### src/rtl/bla_line_arbiter.sv
// Round-robin arbiter sharing one Bresenham line engine between NUM_REQ requesters.
// Optional draw watchdog enabled by defining BLA_ARB_TIMEOUT_EN.
module bla_line_arbiter #(
    parameter int NUM_REQ        = 4,
    parameter int GID_W          = 2,
    parameter int TIMEOUT_CYCLES = 1023
) (
    input  logic                   clk,
    input  logic                   n_rst,
    input  logic [NUM_REQ-1:0]     req,
    input  logic [NUM_REQ*32-1:0]  seg_in,
    input  logic                   draw_done,
    output logic [7:0]             x0,
    output logic [7:0]             y0,
    output logic [7:0]             x1,
    output logic [7:0]             y1,
    output logic                   draw_en,
    output logic [NUM_REQ-1:0]     ack,
    output logic [GID_W-1:0]       grant_id,
    output logic                   busy,
    output logic                   timeout_err,
    output logic [1:0]             state_dbg
);

    typedef enum logic [1:0] {IDLE, DRAW, ACK, GAP} state_t;

    state_t           state, state_nxt;
    logic [GID_W-1:0] last_grant;
    logic [31:0]      seg_reg;
    logic             win_valid;
    logic [GID_W-1:0] win_id;
    logic [GID_W-1:0] cand;
    logic [31:0]      win_seg;
    logic             to_hit;

    // Handshake: req is a level held until its one-cycle ack; the engine sees
    // draw_en high for the whole DRAW state and answers with a draw_done strobe.

    // Scan downward so the candidate nearest last_grant+1 is written last and wins.
    always_comb begin
        win_valid = 1'b0;
        win_id    = '0;
        cand      = '0;
        for (int k = NUM_REQ; k >= 1; k--) begin
            cand = GID_W'((int'(last_grant) + k) % NUM_REQ);
            if (req[cand]) begin
                win_valid = 1'b1;
                win_id    = cand;
            end
        end
    end

    always_comb begin
        win_seg = '0;
        for (int i = 0; i < NUM_REQ; i++) begin
            if (GID_W'(i) == win_id) win_seg = seg_in[i*32 +: 32];
        end
    end

`ifdef BLA_ARB_TIMEOUT_EN
    localparam int CNT_W = $clog2(TIMEOUT_CYCLES + 1);
    logic [CNT_W-1:0] to_cnt;

    assign to_hit = (state == DRAW) && (to_cnt == CNT_W'(TIMEOUT_CYCLES - 1));

    // Counter is held at zero outside DRAW, so it restarts on every DRAW entry.
    always_ff @(posedge clk or negedge n_rst) begin
        if (!n_rst) begin
            to_cnt      <= '0;
            timeout_err <= 1'b0;
        end else begin
            to_cnt      <= (state == DRAW) ? to_cnt + 1'b1 : '0;
            timeout_err <= to_hit && !draw_done;
        end
    end
`else
    assign to_hit      = 1'b0;
    assign timeout_err = 1'b0;
`endif

    always_ff @(posedge clk or negedge n_rst) begin
        if (!n_rst) state <= IDLE;
        else        state <= state_nxt;
    end

    always_comb begin
        state_nxt = state;
        case (state)
            IDLE:    if (win_valid) state_nxt = DRAW;
            DRAW:    if (draw_done || to_hit) state_nxt = ACK;
            ACK:     state_nxt = GAP;
            GAP:     state_nxt = IDLE;
            default: state_nxt = IDLE;
        endcase
    end

    always_ff @(posedge clk or negedge n_rst) begin
        if (!n_rst) begin
            grant_id   <= '0;
            seg_reg    <= '0;
            last_grant <= GID_W'(NUM_REQ - 1);
        end else begin
            if (state == IDLE && win_valid) begin
                grant_id <= win_id;
                seg_reg  <= win_seg;
            end
            if (state == ACK) last_grant <= grant_id;
        end
    end

    always_comb begin
        draw_en = (state == DRAW);
        busy    = (state != IDLE);
        ack     = (state == ACK) ? (NUM_REQ'(1) << grant_id) : '0;
        {y1, x1, y0, x0} = (state == DRAW) ? seg_reg : 32'd0;
    end

    assign state_dbg = state;

endmodule

### config.mk
export PLATFORM = sky130hd
export DESIGN_NAME = bla_line_arbiter
export DESIGN_NICKNAME = d
export VERILOG_FILES = /design/src/rtl/bla_line_arbiter.sv
export SDC_FILE = /design/constraint.sdc
export NUM_CORES = 1
export LEC_CHECK = 0
export BUFFER_PORTS_ARGS = -buffer_cell sky130_fd_sc_hd__buf_2
export CELL_PAD_IN_SITES_DETAIL_PLACEMENT = 2
export CELL_PAD_IN_SITES_GLOBAL_PLACEMENT = 2
export CORE_MARGIN = 2
export CORE_UTILIZATION = 26
export CTS_BUF_LIST = sky130_fd_sc_hd__clkbuf_4 sky130_fd_sc_hd__clkbuf_8
export CTS_CLUSTER_SIZE = 10
export DETAILED_ROUTE_END_ITERATION = 8
export PLACE_DENSITY = 0.95
export SETUP_SLACK_MARGIN = 0.4
export SKIP_CTS_REPAIR_TIMING = 1
export SYNTH_ARGS = -nofsm -noshare
export SYNTH_HDL_FRONTEND = slang
export SYNTH_SLANG_ARGS = --single-unit
### constraint.sdc
create_clock -name clk -period 2.6 [get_ports clk]
set_input_delay 0.13 -clock clk [delete_from_list [all_inputs] [get_ports clk]]
set_output_delay 0.13 -clock clk [all_outputs]
set_load 0.005 [all_outputs]
==> results.md, run 1 <==
- Synth cell types: 30
- Synthesized area: 2700 sq um
- Critical path class: flip-flop to flip-flop
- HP Class: primary input to async pin
- Max_slew headroom: 38.4%
- IO Pins: 178
- Post-synth top area cell: dfrtp_1
- CTS HTree Levels: 2
- Peak Freq: 500 MHz
- Fin nets: 568
- Detailed Place HPWL: 7.89 mm
- Post-place setup slack: 0.237 ns
- RSZ-0062 raised after global routing: no
- Final ANT Viol Nets: 0
- Final Hold Fails: 36
- Clk slew on worst S/H paths: 0.08 ns
- Max_cap viols: 0
- Met3 Resource Use GR: 4.45%
- Fin crit share: 76.9%
- Drt via density: 4.79
- GR met2 Demand/Resource: 36.4%
- Mean Syn Cell Area: 10.3 sq um
- Most frequent cell after synthesis: mux2i_1
- Filler Cell Count: 1182
- Fin cells: 564
- Remaining DRCs: 0
- Final wirelength: 10.0 mm
- Die H: 106 microns
- Worst setup SP type: flip-flop
- Die Wd: 106 microns
- Synth area leaders: dfrtp_1, mux2i_1, o221ai_1
- Seq/Total Area, Yosys: 35.3%
- Worst-margin pin slew: 0.925 ns
- # setup viols final: 0
- CTS tree: yes
- Tmin final: 2.00 ns
- Layout area overhead: 36.1%
- Hold Slack: -0.0165 ns
- Core footprint: 10200 sq um
- Initial antenna violation count: 0
- Async set or reset register ratio after synthesis: 100%
- Total power: 3520 uW
- Share of layout cells above drive strength 1: 45.8%
- Warnings from Yosys: 0
- Max reg flops: 32
- Vias in the first global route: 3176
- Post-synthesis net count: 402
- First DRT Iteration DRCs: 57
- Share of the synthesized area in the top cell type: 33.4%
- Busiest grt layer: met2
- Port-buffer cells: 176
- Vias: 2704
- # placed instances: 558
- EDFF count, synth: 0
- Final setup skew: 0.00578 ns
- Setup TNS: 0 ns
- Synth cell count leaders: mux2i_1, nand2_1, dfrtp_1, and2_1, o221ai_1
- Clock Latency Late Sink: 0.28 ns
- WL per Instance: 17.8 microns
- Overall Global Routing Usage: 18.2%
- Arrival @ worst endpoint: 2.13 ns
- CTS Buf Count: 5
- Fin. max-slew vios: 0
- P per Cell Area: 960 nW/um^2
- Remaining Overflow, GRT: 0
- CTS Sinks: 38
- First-pass GRT wire length: 16.3 mm
- Ys flop type: dfrtp_1
- Placed cell area: 3580 sq um
- Status: finished, violations left
- RD Place Congestion: 0.680
- Failing checks: negative hold slack
- Crit path max fanout: 30
- Pin count of the biggest net entering global routing: 39
- Root buf cell: clkbuf_8
- Post-route cell area: 3670 sq um
- Rows: 37
- Synth Register Bits: 38
- Crit path required time: 2.73 ns
- Maximum VDD drop: 0.000391 V
- Die area: 11200 sq um
- Detailed Routing Iterations Pass 1: 4
- Longest Clk Path Bufs: 2
- Worst setup margin: 0.602 ns
- Cells after synthesis: 263
- Met1 usage: 19.2%
- Setup crit end kind: flip-flop
- Diode count: 0
- Leak: 0.00205 uW
- Initial Util: 26.5%
## worst max-delay path: stages (launching register included)
cell,delay [ns]
dfstp_2,0.38
nor2b_1,0.21
o21ai_1,0.15
o311ai_4,0.12
buf_4,0.49
mux2i_1,0.31
o221ai_1,0.15
## routing by layer
metal  part of all wire, %  vias up  routed length [microns]
met2                    55      102                     5550
met3                   6.6        6                      664
met5                     0        -                        0
met1                    37     1317                     3740
met4                  0.70        0                       70
li1                      -     1279                        -
## metrics by stage
stage | utilization [%] | hold slack [ns]
6_report | 36.0 | -0.0165
5_1_grt | 36.0 | 0.0410
4_1_cts | 36.0 | 0.00947
3_5_place_dp | 35.2 | 0.320
3_3_place_gp | 35.2 | 0.278
2_1_floorplan | - | -0.166
## kinds of logic (layout without fill, tap and decap cells)
family                   after synthesis  after routing  share of synthesized area, %
AO/OA/AOI/OAI                         43             43                          13.4
adder cells (fa/ha/maj)                4              4                          1.86
buffers and inverters                 29            194                          9.51
flip-flops                            38             38                          35.3
multiplexers                          65             65                          24.2
other                                  1              1                         0.139
AND/OR/NAND/NOR                       83             83                          15.6
## power by group
group	total (uW)	internal [uW]	switching [uW]
combinational	2040	926	1110
sequential	1070	903	170
clock	413	205	208
total	3520	2030	1490
## placed cells by master, fill, tap and decap left out, types with 3 or more instances in the layout
| cell | instances |
|---|---|
| and2_1 | 32 |
| buf_2 | 176 |
| buf_4 | 4 |
| clkbuf_8 | 6 |
| dfrtp_1 | 36 |
| ha_1 | 3 |
| inv_1 | 6 |
| mux2i_1 | 64 |
| nand2_1 | 37 |
| nor2_1 | 4 |
| nor2b_1 | 3 |
| o21ai_0 | 5 |
| o221ai_1 | 32 |
## path summary, 6_finish.rpt
check / from / slack, ns / cells after the start / end
worst min-delay path: n_rst / -0.02 / 1 / seg_reg[3]
min in group clk: seg_in[3] / 0.17 / 3 / seg_reg[3]
worst min register to register: seg_reg[15] / 0.49 / 2 / seg_reg[15]
worst max-delay path: last_grant[0] / 0.60 / 6 / seg_reg[28]
max in group asynchronous: n_rst / 2.04 / 1 / state_dbg[1]
worst max register to register: last_grant[0] / 0.60 / 6 / seg_reg[28]
## layout make-up
cell class                 instances  area [sq um]  share of cell area [%]
timing repair buffer             182           942                    25.7
clock buffer                       6          82.6                    2.25
inverter                           6          22.5                   0.613
sequential                        38           953                    26.0
tap                              136           170                    4.64
multi-input combinational        196          1500                    40.9
Note: power is estimated with default switching activity, not from simulation.
==> inputs of run 2 (changes only) <==
ABC_AREA = 1   (was not set)
CORE_UTILIZATION = 19   (was 26)
PLACE_DENSITY = 0.85   (was 0.95)
clock period = 1.7 ns   (was 2.6 ns; I/O delays follow)
==> run 2 against run 1 <==
Effect of this change: utilization grew 0.25 points; fmax decreased by 11%; the flow finishes with violations (negative setup slack); critical endpoint is now seg_reg[23]; wire length up 69%; via count increased by 55%; register-to-register slack worse by 1.1 ns; combinational power grew to 5.5 times the previous value.
==> results.md, run 2 <==
- Status: finished, violations left
- Failing checks: negative setup slack
- RSZ-0062 raised after global routing: yes
- WHS Path Cells: 5
- Die Wd: 132 microns
- Reg2reg path depth: 17
- CTS HTree Levels: 2
- GR met2 Demand/Resource: 29.7%
- Crit path required time: 1.94 ns
- Final Hold Fails: 0
- Tmin final: 2.25 ns
- Die area: 17500 sq um
- Worst Hold Launch: seg_in[120]
- Clk slew on worst S/H paths: 0.08 ns
- Arrival @ worst endpoint: 2.49 ns
- Fraction of the mapped netlist area in adder cells: 1.60%
- Longest Clk Path Bufs: 2
- Hold Path Sink: seg_reg[24]
- Largest family of logic cells by synthesized area: simple AND/OR/NAND/NOR gates
- Max_slew headroom: 63.2%
- Most frequent cells in the layout: nand2_1, buf_2, inv_1
- Busiest grt layer: met2
- Worst r2r dst: seg_reg[23]
- Fin. max-slew vios: 0
- CTS Buf Count: 5
- Leak: 0.00351 uW
- Worst setup margin: -0.545 ns
- Peak Freq: 445 MHz
- Detailed Place HPWL: 11.0 mm
- RD Place Congestion: 0.773
- IO Pins: 178
- Share of layout cells above drive strength 1: 53.7%
- Crit path max fanout: 8
- R2r setup slk: -0.55 ns
- Die H: 132 microns
- Hold Slack: 0.0830 ns
- Met3 Resource Use GR: 5.27%
- Ys flop type: dfrtp_1
- Total power: 13900 uW
- Warnings from Yosys: 0
- HP Class: primary input to flip-flop
- CTS tree: yes
- Synth area leaders: dfrtp_1, nand2_1, inv_1
- Maximum VDD drop: 0.000813 V
- Most frequent cell after synthesis: nand2_1
- Worst setup SP type: flip-flop
- Mux share of post-synthesis cell area: 0%
- Synth Register Bits: 38
- Port-buffer cells: 176
- Cells after synthesis: 525
- Max reg flops: 32
- Synth cell count leaders: nand2_1, inv_1, nand3_1, o21ai_0, dfrtp_1
- Vias in the first global route: 4268
- Share of the synthesized area in the top cell type: 28.9%
- Synthesized area: 3120 sq um
- Diode count: 0
- Post-synth top area cell: dfrtp_1
- Root buf cell: clkbuf_8
- Critical path class: flip-flop to flip-flop
- Remaining DRCs: 0
- Met1 usage: 17.3%
- Core footprint: 15900 sq um
- Final wirelength: 17.0 mm
- Final setup skew: 0.00376 ns
- Detailed Routing Iterations Pass 1: 4
- Async set or reset register ratio after synthesis: 100%
- Setup crit end kind: flip-flop
- Fin nets: 883
- First DRT Iteration DRCs: 150
- Initial Util: 19.6%
- Compound-cell area share of the yosys netlist: 10.2%
- Layout area overhead: 85.4%
- Seq/Total Area, Yosys: 30.6%
- Initial antenna violation count: 2
- Vias: 4181
- Remaining Overflow, GRT: 0
- Xor/xnor share of the synthesized area: 0%
- Post-place setup slack: -0.583 ns
- Rows: 46
- Clock Latency Late Sink: 0.30 ns
- Core Util, Final: 36.3%
- Fin crit share: 132%
- First-pass GRT wire length: 21.9 mm
- Most common cell after layout, fill and taps aside: nand2_1
- Synth cell types: 25
- Mean Syn Cell Area: 5.94 sq um
- Final ANT Viol Nets: 0
- EDFF count, synth: 0
- Overall Global Routing Usage: 15.8%
- CTS Sinks: 38
- Drt via density: 4.36
- Pin count of the biggest net entering global routing: 34
- # setup viols final: 36
- P per Cell Area: 2400 nW/um^2
- Max_cap viols: 0
- WL per Instance: 17.7 microns
- Post-Synth Simple-Gate Area: 41.0%
- Post-synthesis net count: 664
- Reg-to-Reg Start: last_grant[0]
- Worst-margin pin slew: 0.552 ns
[run 2: metrics by stage]
stage | instances | setup TNS [ns] | area (sq um)
floorplan | 525 | -4.62 | 3160
CTS | 930 | -19.16 | 4580
finish | 959 | -16.69 | 5790
global route | 959 | -21.95 | 5790
global placement | 924 | -13.17 | 4490
detailed placement | 924 | -18.05 | 4490
[run 2: cell type report]
class	count	area (sq um)
well taps	216	270
repair buffers	239	1860
flip-flops and latches	38	955
clock buffers	6	82.6
fillers	1934	10200
inverters	90	358
multi-input cells	370	2260
[run 2: how the worst max path moves through the flow]
| stage | startpoint | to | slack, ns |
|---|---|---|---|
| floorplan | last_grant[0] | seg_reg[21] | -0.15 |
| global placement | last_grant[0] | seg_reg[0] | -0.44 |
| detailed placement | last_grant[0] | seg_reg[0] | -0.58 |
| CTS | last_grant[0] | seg_reg[30] | -0.59 |
| global route | last_grant[0] | seg_reg[31] | -0.69 |
| finish | last_grant[0] | seg_reg[23] | -0.55 |
[run 2: cell families after synthesis]
group | Yosys count
buffers and inverters | 118
AOI/OAI and AO/OA | 63
and+or+nand+nor | 301
adders and majority gates | 4
DFF | 38
other | 1
[run 2: power breakdown]
group / total [uW] / switching, uW / internal (uW)
clock network: 658 / 344 / 314
logic: 11300 / 6250 / 5030
registers: 1920 / 520 / 1400
total: 13900 / 7110 / 6750
[run 2: layer usage]
metal | vias to the layer above | wire (microns) | share of wire (%)
li1 | 2032 | - | -
met1 | 2002 | 6350 | 37
met5 | - | 30 | 0.18
met3 | 18 | 1090 | 6.4
met2 | 125 | 9220 | 54
met4 | 4 | 286 | 1.7
[run 2: worst max-delay path, cell delays in order, from the launching register on]
cell and delay [ns]:
dfstp_2 0.57, buf_12 0.13, inv_8 0.05, nand2_2 0.05
nand2_2 0.08, nand2_2 0.10, nand2_2 0.05, nand2_2 0.08
nand2_2 0.08, buf_6 0.12, nand2_4 0.05, nand2_4 0.06
nor2_4 0.25, clkbuf_16 0.22, nand2_1 0.05, nand3_1 0.09
nand2_1 0.07, nand2_1 0.07
==> inputs of run 3 (changes only) <==
REMOVE_ABC_BUFFERS = 1   (was not set)
==> run 3 against run 2 <==
Effect of this change: the run still ends with negative setup slack left; global-route usage rose by 0.22 points; register-to-register slack got worse by 0.05 ns; sequential share of layout area rose by 0.47 points; setup slack got worse by 0.048 ns; sequential cell count did not move; final cell count fell by 0.21%; critical path depth fell by 2; combinational power fell by 4%; utilization fell by 1.1 points; critical path type unchanged; largest cell class unchanged; largest power group unchanged.
==> results.md, run 3 (synthesized netlist as in run 2, its figures left out) <==
- First DRT Iteration DRCs: 118
- Longest Clk Path Bufs: 2
- Diode count: 0
- Detailed Routing Iterations Pass 1: 4
- Final wirelength: 16.6 mm
- CTS Buf Count: 5
- Die H: 132 microns
- Total power: 13400 uW
- RSZ-0062 raised after global routing: yes
- Crit path max fanout: 9
- HP Class: primary input to flip-flop
- # setup viols final: 55
- Setup crit end kind: flip-flop
- Core footprint: 15900 sq um
- Peak Freq: 436 MHz
- Fin. max-slew vios: 0
- Critical path class: flip-flop to flip-flop
- Final setup skew: 0.00899 ns
- WL per Instance: 17.4 microns
- Most common cell after layout, fill and taps aside: nand2_1
- CTS Sinks: 38
- IO Pins: 178
- Maximum VDD drop: 0.000811 V
- CTS HTree Levels: 2
- Share of layout cells above drive strength 1: 51.0%
- Leak: 0.00339 uW
- Fin crit share: 135%
- Post-place setup slack: -0.773 ns
- Worst setup SP type: flip-flop
- Initial Util: 19.6%
- Max_cap viols: 0
- Layout area overhead: 80.0%
- Overall Global Routing Usage: 16.0%
- Remaining DRCs: 0
- Max_slew headroom: 64.7%
- Rows: 46
- Initial antenna violation count: 0
- Final Hold Fails: 0
- Status: finished, violations left
- Vias in the first global route: 4433
- Port-buffer cells: 176
- Worst-margin pin slew: 0.530 ns
- Die Wd: 132 microns
- Vias: 4152
- Fin cells: 957
- Filler Cell Count: 1942
- First-pass GRT wire length: 22.4 mm
- Root buf cell: clkbuf_8
- RD Place Congestion: 0.777
- Worst setup margin: -0.593 ns
- CTS tree: yes
- Clock Latency Late Sink: 0.30 ns
- Pin count of the biggest net entering global routing: 27
- Detailed Place HPWL: 11.2 mm
- P per Cell Area: 2390 nW/um^2
- Drt via density: 4.34
- Die area: 17500 sq um
- Max reg flops: 32
- Failing checks: negative setup slack
- Tmin final: 2.29 ns
- Most frequent cells in the layout: nand2_1, buf_2, inv_1
- Crit path required time: 1.90 ns
- Clk slew on worst S/H paths: 0.09 ns
- Arrival @ worst endpoint: 2.49 ns
- Final ANT Viol Nets: 0
- # placed instances: 920
- Fin nets: 880
- Remaining Overflow, GRT: 0
## run 3: cell count changes in the layout (fill, tap and decap cells not counted), sizes merged
cell,delta
buf,-4
clkbuf,+1
clkinvlp,+1
inv,-1
nor2,+1
## run 3: cell type report
| type | count | area [sq um] | area share, % |
|---|---|---|---|
| Sequential cell | 38 | 953 | 17.0 |
| Timing Repair Buffer | 235 | 1810 | 32.3 |
| Tap cell | 216 | 270 | 4.81 |
| Inverter | 90 | 354 | 6.30 |
| Clock buffer | 7 | 83.8 | 1.49 |
| Multi-Input combinational cell | 371 | 2140 | 38.2 |
## run 3: final timing paths
| path | start | endpoint | slack, ns | cells after the start |
|---|---|---|---|---|
| min in group asynchronous | n_rst | seg_reg[17] | 0.28 | 2 |
| min | seg_in[52] | seg_reg[20] | 0.09 | 5 |
| min reg2reg | seg_reg[4] | seg_reg[4] | 0.52 | 2 |
| max | last_grant[0] | seg_reg[26] | -0.59 | 15 |
| max in group asynchronous | n_rst | seg_reg[8] | 0.72 | 3 |
| max reg2reg | last_grant[0] | seg_reg[26] | -0.59 | 15 |
## run 3: critical path, cell delays in order (launching register included)
cell and delay [ns]:
dfstp_2 0.55, buf_6 0.14, nand2_1 0.10, nand2_2 0.13
nand2_2 0.08, nand2_1 0.11, nand2_2 0.09, nand2_2 0.08
nand2_2 0.06, nand2_4 0.16, nand2_4 0.11, clkbuf_16 0.19
o21ai_1 0.20, inv_1 0.08, nand2_1 0.07, nand2_1 0.04
## run 3: stage by stage
step	util (%)	cell area (sq um)	TNS, ns	hold WS (ns)
final	35.2	5620	-17.28	0.0873
after CTS	27.8	4430	-24.96	-0.245
after global routing	35.2	5620	-23.39	0.104
after floorplan	-	2950	-43.42	-0.211
after detailed placement	27.3	4350	-23.83	0.0952
after global placement	27.3	4350	-18.44	0.0935
## run 3: power breakdown
| part | internal (uW) | total, uW | leakage [uW] | switching, uW |
|---|---|---|---|---|
| Combinational | 4770 | 10900 | 0.00288 | 6080 |
| Sequential | 1400 | 1890 | 0.000464 | 498 |
| Clock | 316 | 670 | 0.0000452 | 354 |
## run 3: metal layers
| layer | global-route usage (%) | part of all wire (%) | vias up |
|---|---|---|---|
| li1 | - | - | 2023 |
| met1 | 18.5 | 40 | 2024 |
| met2 | 30.8 | 56 | 94 |
| met3 | 2.15 | 3.1 | 11 |
| met4 | 3.99 | 0.87 | 0 |
| met5 | 0 | 0 | - |
